==> src/rtl/clk_rst_sequencer.sv <==
// Clock-generator bring-up sequencer: pulses MMCM_RST, waits for a stable lock, then releases the
// sys, symbol and serial domain resets in order and enables the DAC clock; lock loss restarts it.
module clk_rst_sequencer #(
   parameter int unsigned MMCM_RST_CYCLES    = 8,
   parameter int unsigned LOCK_TIMEOUT       = 4096,
   parameter int unsigned LOCK_STABLE_CYCLES = 256,
   parameter int unsigned STAGE_GAP          = 16,
   parameter int unsigned DAC_EN_DELAY       = 32,
   parameter int unsigned MAX_RETRY          = 3
) (
   input  logic       SYS_CLK,
   input  logic       A_GLB_RST_N,
   input  logic       LOCKED,
   input  logic       CLR_FAULT,
   output logic       MMCM_RST,
   output logic       SYS_RST_N,
   output logic       SYM_RST_N,
   output logic       SER_RST_N,
   output logic       DAC_CLK_ENABLE,
   output logic       CLK_READY,
   output logic       FAULT,
   output logic [7:0] LOSS_CNT
);

   localparam int unsigned Max0   = (MMCM_RST_CYCLES > LOCK_TIMEOUT) ? MMCM_RST_CYCLES
                                                                      : LOCK_TIMEOUT;
   localparam int unsigned Max1   = (Max0 > LOCK_STABLE_CYCLES) ? Max0 : LOCK_STABLE_CYCLES;
   localparam int unsigned Max2   = (Max1 > STAGE_GAP) ? Max1 : STAGE_GAP;
   localparam int unsigned MaxCnt = (Max2 > DAC_EN_DELAY) ? Max2 : DAC_EN_DELAY;
   localparam int unsigned CntW   = $clog2(MaxCnt + 1);
   localparam int unsigned RetryW = $clog2(MAX_RETRY + 2);

   localparam logic [CntW-1:0]   RstLast     = CntW'(MMCM_RST_CYCLES - 1);
   localparam logic [CntW-1:0]   TimeoutLast = CntW'(LOCK_TIMEOUT - 1);
   localparam logic [CntW-1:0]   StableLast  = CntW'(LOCK_STABLE_CYCLES - 1);
   localparam logic [CntW-1:0]   GapLast     = CntW'(STAGE_GAP - 1);
   // DAC_WAIT is entered one cycle after SER_RST_N rises, hence the extra cycle taken off.
   localparam logic [CntW-1:0]   DacLast     = CntW'(DAC_EN_DELAY - 2);
   localparam logic [CntW-1:0]   CntMax      = '1;
   localparam logic [RetryW-1:0] RetryMax    = RetryW'(MAX_RETRY);

   localparam logic [3:0] StRstAssert = 4'd0;
   localparam logic [3:0] StWaitLock  = 4'd1;
   localparam logic [3:0] StStable    = 4'd2;
   localparam logic [3:0] StRelSys    = 4'd3;
   localparam logic [3:0] StRelSym    = 4'd4;
   localparam logic [3:0] StRelSer    = 4'd5;
   localparam logic [3:0] StDacWait   = 4'd6;
   localparam logic [3:0] StRun       = 4'd7;
   localparam logic [3:0] StFault     = 4'd8;

   logic              lock_meta_q, lock_q;
   logic [3:0]        state_q, state_d;
   logic [CntW-1:0]   cnt_q, cnt_d;
   logic [RetryW-1:0] retry_q, retry_d, retry_inc;
   logic [7:0]        loss_q, loss_d;
   logic              lost;
   logic              mmcm_rst_q, mmcm_rst_d;
   logic              sys_rst_n_q, sys_rst_n_d;
   logic              sym_rst_n_q, sym_rst_n_d;
   logic              ser_rst_n_q, ser_rst_n_d;
   logic              dac_en_q, dac_en_d;
   logic              ready_q, ready_d;
   logic              fault_q, fault_d;

   assign retry_inc = retry_q + 1'b1;

   always_comb begin
      state_d = state_q;
      cnt_d   = (cnt_q == CntMax) ? cnt_q : cnt_q + 1'b1;
      retry_d = retry_q;
      loss_d  = loss_q;
      lost    = 1'b0;
      unique case (state_q)
         StRstAssert: if (cnt_q == RstLast) state_d = StWaitLock;
         StWaitLock: begin
            if (lock_q) begin
               state_d = StStable;
            end else if (cnt_q == TimeoutLast) begin
               retry_d = retry_inc;
               state_d = (retry_inc > RetryMax) ? StFault : StRstAssert;
            end
         end
         StStable: begin
            if (!lock_q) state_d = StWaitLock;
            else if (cnt_q == StableLast) state_d = StRelSys;
         end
         StRelSys: begin
            if (!lock_q) lost = 1'b1;
            else if (cnt_q == GapLast) state_d = StRelSym;
         end
         StRelSym: begin
            if (!lock_q) lost = 1'b1;
            else if (cnt_q == GapLast) state_d = StRelSer;
         end
         StRelSer: begin
            if (!lock_q) lost = 1'b1;
            else state_d = StDacWait;
         end
         StDacWait: begin
            if (!lock_q) lost = 1'b1;
            else if (cnt_q == DacLast) state_d = StRun;
         end
         StRun: if (!lock_q) lost = 1'b1;
         StFault: begin
            if (CLR_FAULT) begin
               retry_d = '0;
               state_d = StRstAssert;
            end
         end
         default: state_d = StRstAssert;
      endcase

      if (lost) begin
         state_d = StRstAssert;
         if (loss_q != 8'hFF) loss_d = loss_q + 8'd1;
      end

      // The cycle that enters STABLE already saw lock high, so it counts as the first.
      if (state_d != state_q) cnt_d = (state_d == StStable) ? CntW'(1) : '0;
      if (state_d == StRun && state_q != StRun) retry_d = '0;

      mmcm_rst_d  = (state_d == StRstAssert) || (state_d == StFault);
      sys_rst_n_d = (state_d >= StRelSys) && (state_d <= StRun);
      sym_rst_n_d = (state_d >= StRelSym) && (state_d <= StRun);
      ser_rst_n_d = (state_d >= StRelSer) && (state_d <= StRun);
      dac_en_d    = (state_d == StRun);
      ready_d     = (state_d == StRun);
      fault_d     = (state_d == StFault);
   end

   always_ff @(posedge SYS_CLK or negedge A_GLB_RST_N) begin
      if (!A_GLB_RST_N) begin
         lock_meta_q <= 1'b0;
         lock_q      <= 1'b0;
         state_q     <= StRstAssert;
         cnt_q       <= '0;
         retry_q     <= '0;
         loss_q      <= 8'd0;
         mmcm_rst_q  <= 1'b1;
         sys_rst_n_q <= 1'b0;
         sym_rst_n_q <= 1'b0;
         ser_rst_n_q <= 1'b0;
         dac_en_q    <= 1'b0;
         ready_q     <= 1'b0;
         fault_q     <= 1'b0;
      end else begin
         lock_meta_q <= LOCKED;
         lock_q      <= lock_meta_q;
         state_q     <= state_d;
         cnt_q       <= cnt_d;
         retry_q     <= retry_d;
         loss_q      <= loss_d;
         mmcm_rst_q  <= mmcm_rst_d;
         sys_rst_n_q <= sys_rst_n_d;
         sym_rst_n_q <= sym_rst_n_d;
         ser_rst_n_q <= ser_rst_n_d;
         dac_en_q    <= dac_en_d;
         ready_q     <= ready_d;
         fault_q     <= fault_d;
      end
   end

   assign MMCM_RST       = mmcm_rst_q;
   assign SYS_RST_N      = sys_rst_n_q;
   assign SYM_RST_N      = sym_rst_n_q;
   assign SER_RST_N      = ser_rst_n_q;
   assign DAC_CLK_ENABLE = dac_en_q;
   assign CLK_READY      = ready_q;
   assign FAULT          = fault_q;
   assign LOSS_CNT       = loss_q;

endmodule

==> config.mk <==
export PLATFORM = sky130hd
export DESIGN_NAME = clk_rst_sequencer
export DESIGN_NICKNAME = d
export VERILOG_FILES = /design/src/rtl/clk_rst_sequencer.sv
export SDC_FILE = /design/constraint.sdc
export NUM_CORES = 1
export LEC_CHECK = 0
export ABC_AREA = 1
export CORE_MARGIN = 2
export CORE_UTILIZATION = 26
export DETAILED_ROUTE_END_ITERATION = 8
export DONT_BUFFER_PORTS = 1
export REMOVE_ABC_BUFFERS = 1
export SETUP_SLACK_MARGIN = 0.3
export SYNTH_ARGS = -nofsm -noshare
export SYNTH_HDL_FRONTEND = slang
export SYNTH_SLANG_ARGS = --single-unit
export TNS_END_PERCENT = 30
==> constraint.sdc <==
create_clock -name SYS_CLK -period 2.6 [get_ports SYS_CLK]
set_clock_uncertainty 0.15 [all_clocks]
set_input_delay 0.52 -clock SYS_CLK [delete_from_list [all_inputs] [get_ports SYS_CLK]]
set_output_delay 0.52 -clock SYS_CLK [all_outputs]
set_load 0.005 [all_outputs]
======== After elaboration in Yosys (flattened, before gate mapping) ========
Index checks and enable logic that the tools add are counted.
operators by class
  multiplexer cells ....................... 26
  reduce and logical (&&, ||, !) cells .... 11
  equal/unequal tests ..................... 24
  add/sub/neg operators ................... 3
  $lt $le $gt $ge ......................... 5
operator list
  kind                   number
  $mux 4                 15
  $pmux 4 s9             1
  $mux 13                2
  $eq 4x3->1 const B     5
  $add 13x1->13 const B  1
  $eq 13x12->1 const B   1
  $eq 13x13->1 const B   1
  $eq 13x3->1 const B    1
  $eq 13x4->1 const B    1
  $eq 13x5->1 const B    1
  $eq 13x8->1 const B    1
  $eq 4x2->1 const B     3
  $mux 3                 4
  $ne 3x3->1 const B     3
  $add 8x1->8 const B    1
  $eq 4x4->1 const B     2
  $ge 4x3->1 const B     2
  $logic_not 4->1        2
  $ne 8x8->1 const B     1
  $pmux 3 s2             1
  $reduce_or 5->1        1
  $eq 4x1->1 const B     1
  $ge 4x2->1 const B     1
  $le 4x3->1 const B     1
  11 further kinds       16
word-level totals
  input port bits ......................... 4
  logic and storage cells ................. 81
  output and inout bits ................... 15
  flip-flop bits (word level) ............. 36

======== Depth between registers and ports, before layout ========
  word-level depth ........................ 11
  depth in mapped cells ................... 15
  gate-level depth less buffers ........... 14

======== Worst setup path after synthesis ========
No wires, ideal clock.
  path kind ............................... register -> register
  start ................................... register cnt_q[1]
  end ..................................... register cnt_q[4]
  cell stages (with the launch flop) ...... 15
  path buffers ............................ 1
  library setup time ...................... 0.069 ns
  clock period less this slack ............ 1.939 ns
  data arrival time ....................... 1.720 ns
  slack ................................... 0.661 ns
  data required time ...................... 2.381 ns
  path through ............................ dfrtp_1 ha_1 inv_2 nor2_4 nand2_1 nor2_1 a21oi_1 nor2_1 nand3_1 nand2_1 nand2_1 nand2_1 nand3_2 buf_6 nor2_2
between the ends
  word-level cells in the longest chain between the ends .. 7
  elaborated cells on any way between the ends .. 24
  classes of those cells .................. add/sub: 1; eq/ne: 8; mux: 15
RTL lines
  item                                                    RTL line  RTL
  from (decl)                                             54        logic [CntW-1:0] cnt_q, cnt_d;
  from (signal assigned)                                  151       cnt_q <= cnt_d;
  $eq 13x5->1, or another cell as far along               102       else if (cnt_q == DacLast) state_d = StRun;
  $mux 4, on equally long branches (2 in series)          -
  $pmux 4 s9                                              74        unique case (state_q)
  $mux 4                                                  114       if (lost) begin
  $ne 4x4->1                                              120       if (state_d != state_q) cnt_d = (state_d == StStable) ? CntW'(1) : '0;
  $ne 2x1->1 (no line) / $mux 13 (equally long branches)  -
Parallel ways exist; a longest one is shown, timed or not. The select of a mux whose other input is x is not followed.
A chain may end at the register's enable or synchronous reset.

======== Worst setup path after layout ========
  start ................................... register cnt_q[0]
  end ..................................... register cnt_q[1]
The elaborated chain is that of the path after synthesis.

==> reports/metrics.yaml <==
routing:
  drt_iter0_markers: 103
  viasPerCell: 4.52
  detail_route.wl_per_cell_um: 11.4
  ant_nets: 0
  vias: 1613
  drcViolationCount: 0
  drt_pass1_iterations: 4
  wl_mm: 4.08
placement:
  hpwl_mm: 3.00
  post_dp_cell_area_um2: 2120
  port_buffers: 0
  gp_congestion: 0.901
yosys:
  synthMostInstantiatedCell: "nand2_1"
  syn_inst: 246
  synthMuxAreaShare_pct: 0.563
  synth_top_family_by_area: "simple AND/OR/NAND/NOR gates"
  ys_ff_latch: 36
  synth.yosys.seq_area_share_pct: 45.1
  synth_top_area_share_pct: 43.8
  netlist-cell-type-count: 34
  syn_avg_cell_area_um2: 8.14
  yosys.area.top_type: "dfrtp_1"
  synthXorXnorAreaFrac_pct: 6.12
  synth_compound_area_share_pct: 6.69
  synth_edf_count: 0
  async_flop_share_pct: 100
  synth_area_leaders: "dfrtp_1, nand2_1, nor2_1"
  ys.flop_type: "dfrtp_1"
  synthSimpleGateAreaFrac_pct: 31.9
  synth_area_um2: 2000
  ys.warnings.count: 0
  synth_common_cells: "nand2_1, dfrtp_1, nor2_1"
  synthAdderAreaFrac_pct: 3.13
die:
  die_height_um: 91.7
  die_area_um2: 8420
  ios: 19
  rows: 31
  die_w_um: 91.7
  floorplan.core_area_um2: 7370
  initial_utilization_pct: 27.2
power:
  powerDensity_nw_per_um2: 818
  ir_drop_uv: 293
  p_leak_nw: 1.08
sta:
  period_share_pct: 80.5
  fmax_mhz: 478
  rsz0062_at_grt: "false"
  max_slew_margin_pct: 74.4
  whs_ns: 0.109
  finalSetupViolCount: 0
  tightest_slew_ns: 0.381
  setup_tns_ns: 0
  maxSlewViolCount: 0
  period_needed_ns: 2.09
  hold_violations: 0
clock_network:
  clk_latency_ns: 0.28
  path_clk_slew_ns: 0.07
  htreeDepth: 2
  cts-root-buf: "clkbuf_8"
  cts_sinks: 36
  cts_buffer_depth: 2
  cts_tree: "built"
  numCtsBuffers: 5
global_routing:
  grt_max_degree: 37
  grt_pass1_vias: 1667
  gr-usage-all-layers_pct: 11.1
  antenna_found_initial: 0
  grt_pass1_wl_mm: 7.71
  grt_overflow: 0
run:
  maxCapViolations: 0
final_layout:
  seqCellArea_um2: 902
  final_cell_area_um2: 2300
  diodes: 0
  multi_input_area_um2: 1020
  drive_above_1_share_pct: 18.6
  area_growth_syn_to_layout_pct: 15.1
  finalNetCount: 266
  fill_cells: 783
critical_path:
  r2r_setup_slack_ns: 0.51
  worstPathMaxFanout: 6
  timing.critical_path.to_type: "register"
  reg2reg_from: "cnt_q[0]$_DFFE_PN0P_"
  crit_start: "cnt_q[0]$_DFFE_PN0P_"
  worstReg2RegEnd: "cnt_q[1]$_DFFE_PN0P_"
  path_depth: 13
  cp-endpoint: "cnt_q[1]$_DFFE_PN0P_"
  crit_arrival_ns: 2.16
  reg2reg_depth: 13
  critical_path.max_stage_delay_ns: 0.42
  path_buf_inv: 1
  critPathSlowestCell: "dfrtp_1"
  cp_top_family: "simple AND/OR/NAND/NOR gates"
  path_class: "reg -> reg"
  startpoint_type: "register"
  crit_chain: "ha_4, inv_2, nor2_4, nand2_1, nor2_2, a21oi_1, nor2_1, nand3_1, nand2_2, nand2_1, nand2_4, nand3_4, nor2_1"
  cp.required_ns: 2.67
worst_hold_path:
  holdCritPathClass: "in -> reg"
run_status:
  status: "finished clean"
[how the worst min path moves through the flow]
stage                start  slack [ns]                endpoint  cells after the start
2_1_floorplan  A_GLB_RST_N        0.07     CLK_READY$_DFF_PN0_                      0
3_3_place_gp   A_GLB_RST_N        0.08  retry_q[1]$_DFFE_PN0P_                      0
3_5_place_dp   A_GLB_RST_N        0.08  retry_q[0]$_DFFE_PN0P_                      0
4_1_cts             LOCKED        0.10   lock_meta_q$_DFF_PN0_                      0
5_1_grt             LOCKED        0.09   lock_meta_q$_DFF_PN0_                      0
6_report            LOCKED        0.11   lock_meta_q$_DFF_PN0_                      0
[worst reg2reg max path: cells and delay by family, from the launching register on]
| kind | cells | cell delay [ns] |
|---|---|---|
| AO/OA/AOI/OAI | 1 | 0.10 |
| adder cells (fa/ha/maj) | 1 | 0.17 |
| buffers and inverters | 1 | 0.05 |
| flip-flops | 1 | 0.42 |
| AND/OR/NAND/NOR | 10 | 1.15 |
[cells by family (layout without fill, tap and decap cells)]
family / count (synthesis) / count (layout)
AND/OR/NAND/NOR: 135 / 136
AO/OA/AOI/OAI: 23 / 23
adder cells (fa/ha/maj): 5 / 5
XOR/XNOR: 14 / 14
flip-flops: 36 / 36
buffers and inverters: 32 / 43
multiplexers: 1 / 1
[state kept, by name (all words and copies together) (netlist names)]
signal / count
retry_q: 3
CLK_READY: 1
SER_RST_N: 1
cnt_q: 13
state_q: 4
lock_q: 1
lock_meta_q: 1
SYS_RST_N: 1
LOSS_CNT: 8
MMCM_RST: 1
SYM_RST_N: 1
FAULT: 1
[stage by stage]
stage	setup slack [ns]	util, %	power (mW)	std cells
floorplan	0.572	-	1.22	244
global placement	0.184	28.8	1.35	345
detailed placement	0.163	28.8	1.37	345
CTS	0.344	30.8	1.88	356
global route	0.300	31.3	2.04	357
finish	0.508	31.3	1.89	357
[timing repair]
action,4_1_cts,5_1_grt
resized for setup,3,6
endpoints found under the setup margin,12,13
endpoints found under the hold margin,36,0
setup buffers,0,1
gates cloned,1,0
hold buffers,2,0
pin swaps,1,5
[routing by layer]
metal  vias up  track usage [%]  share of wire (%)
met3         0             4.03                5.4
li1        823                -                  -
met2        33             17.3                 44
met5         -                0                  0
met4         0             1.62                  0
met1       757             15.1                 51
[area by class of cell]
type / instances / area share [%]
clock buffer: 8 / 3.91
inverter: 30 / 4.89
multi-input combinational: 179 / 44.4
sequential: 36 / 39.1
tap: 99 / 5.37
timing repair buffer: 5 / 2.28
[power by group]
part	internal, mW	leakage, nW	switching (mW)
clock	0.216	0.0455	0.193
sequential	0.648	0.485	0.0939
combinational	0.242	0.549	0.493
[layout by cell type (no fill, tap or decap), types with 8 or more instances in the layout]
master and instances:
dfrtp_1 35, o21ai_0 8, nand2_1 50, nand3_1 17, inv_1 18, xor2_1 9
nor2_1 30, nor2_2 14, inv_2 10
No activity file was read; power rests on OpenSTA's default activity.
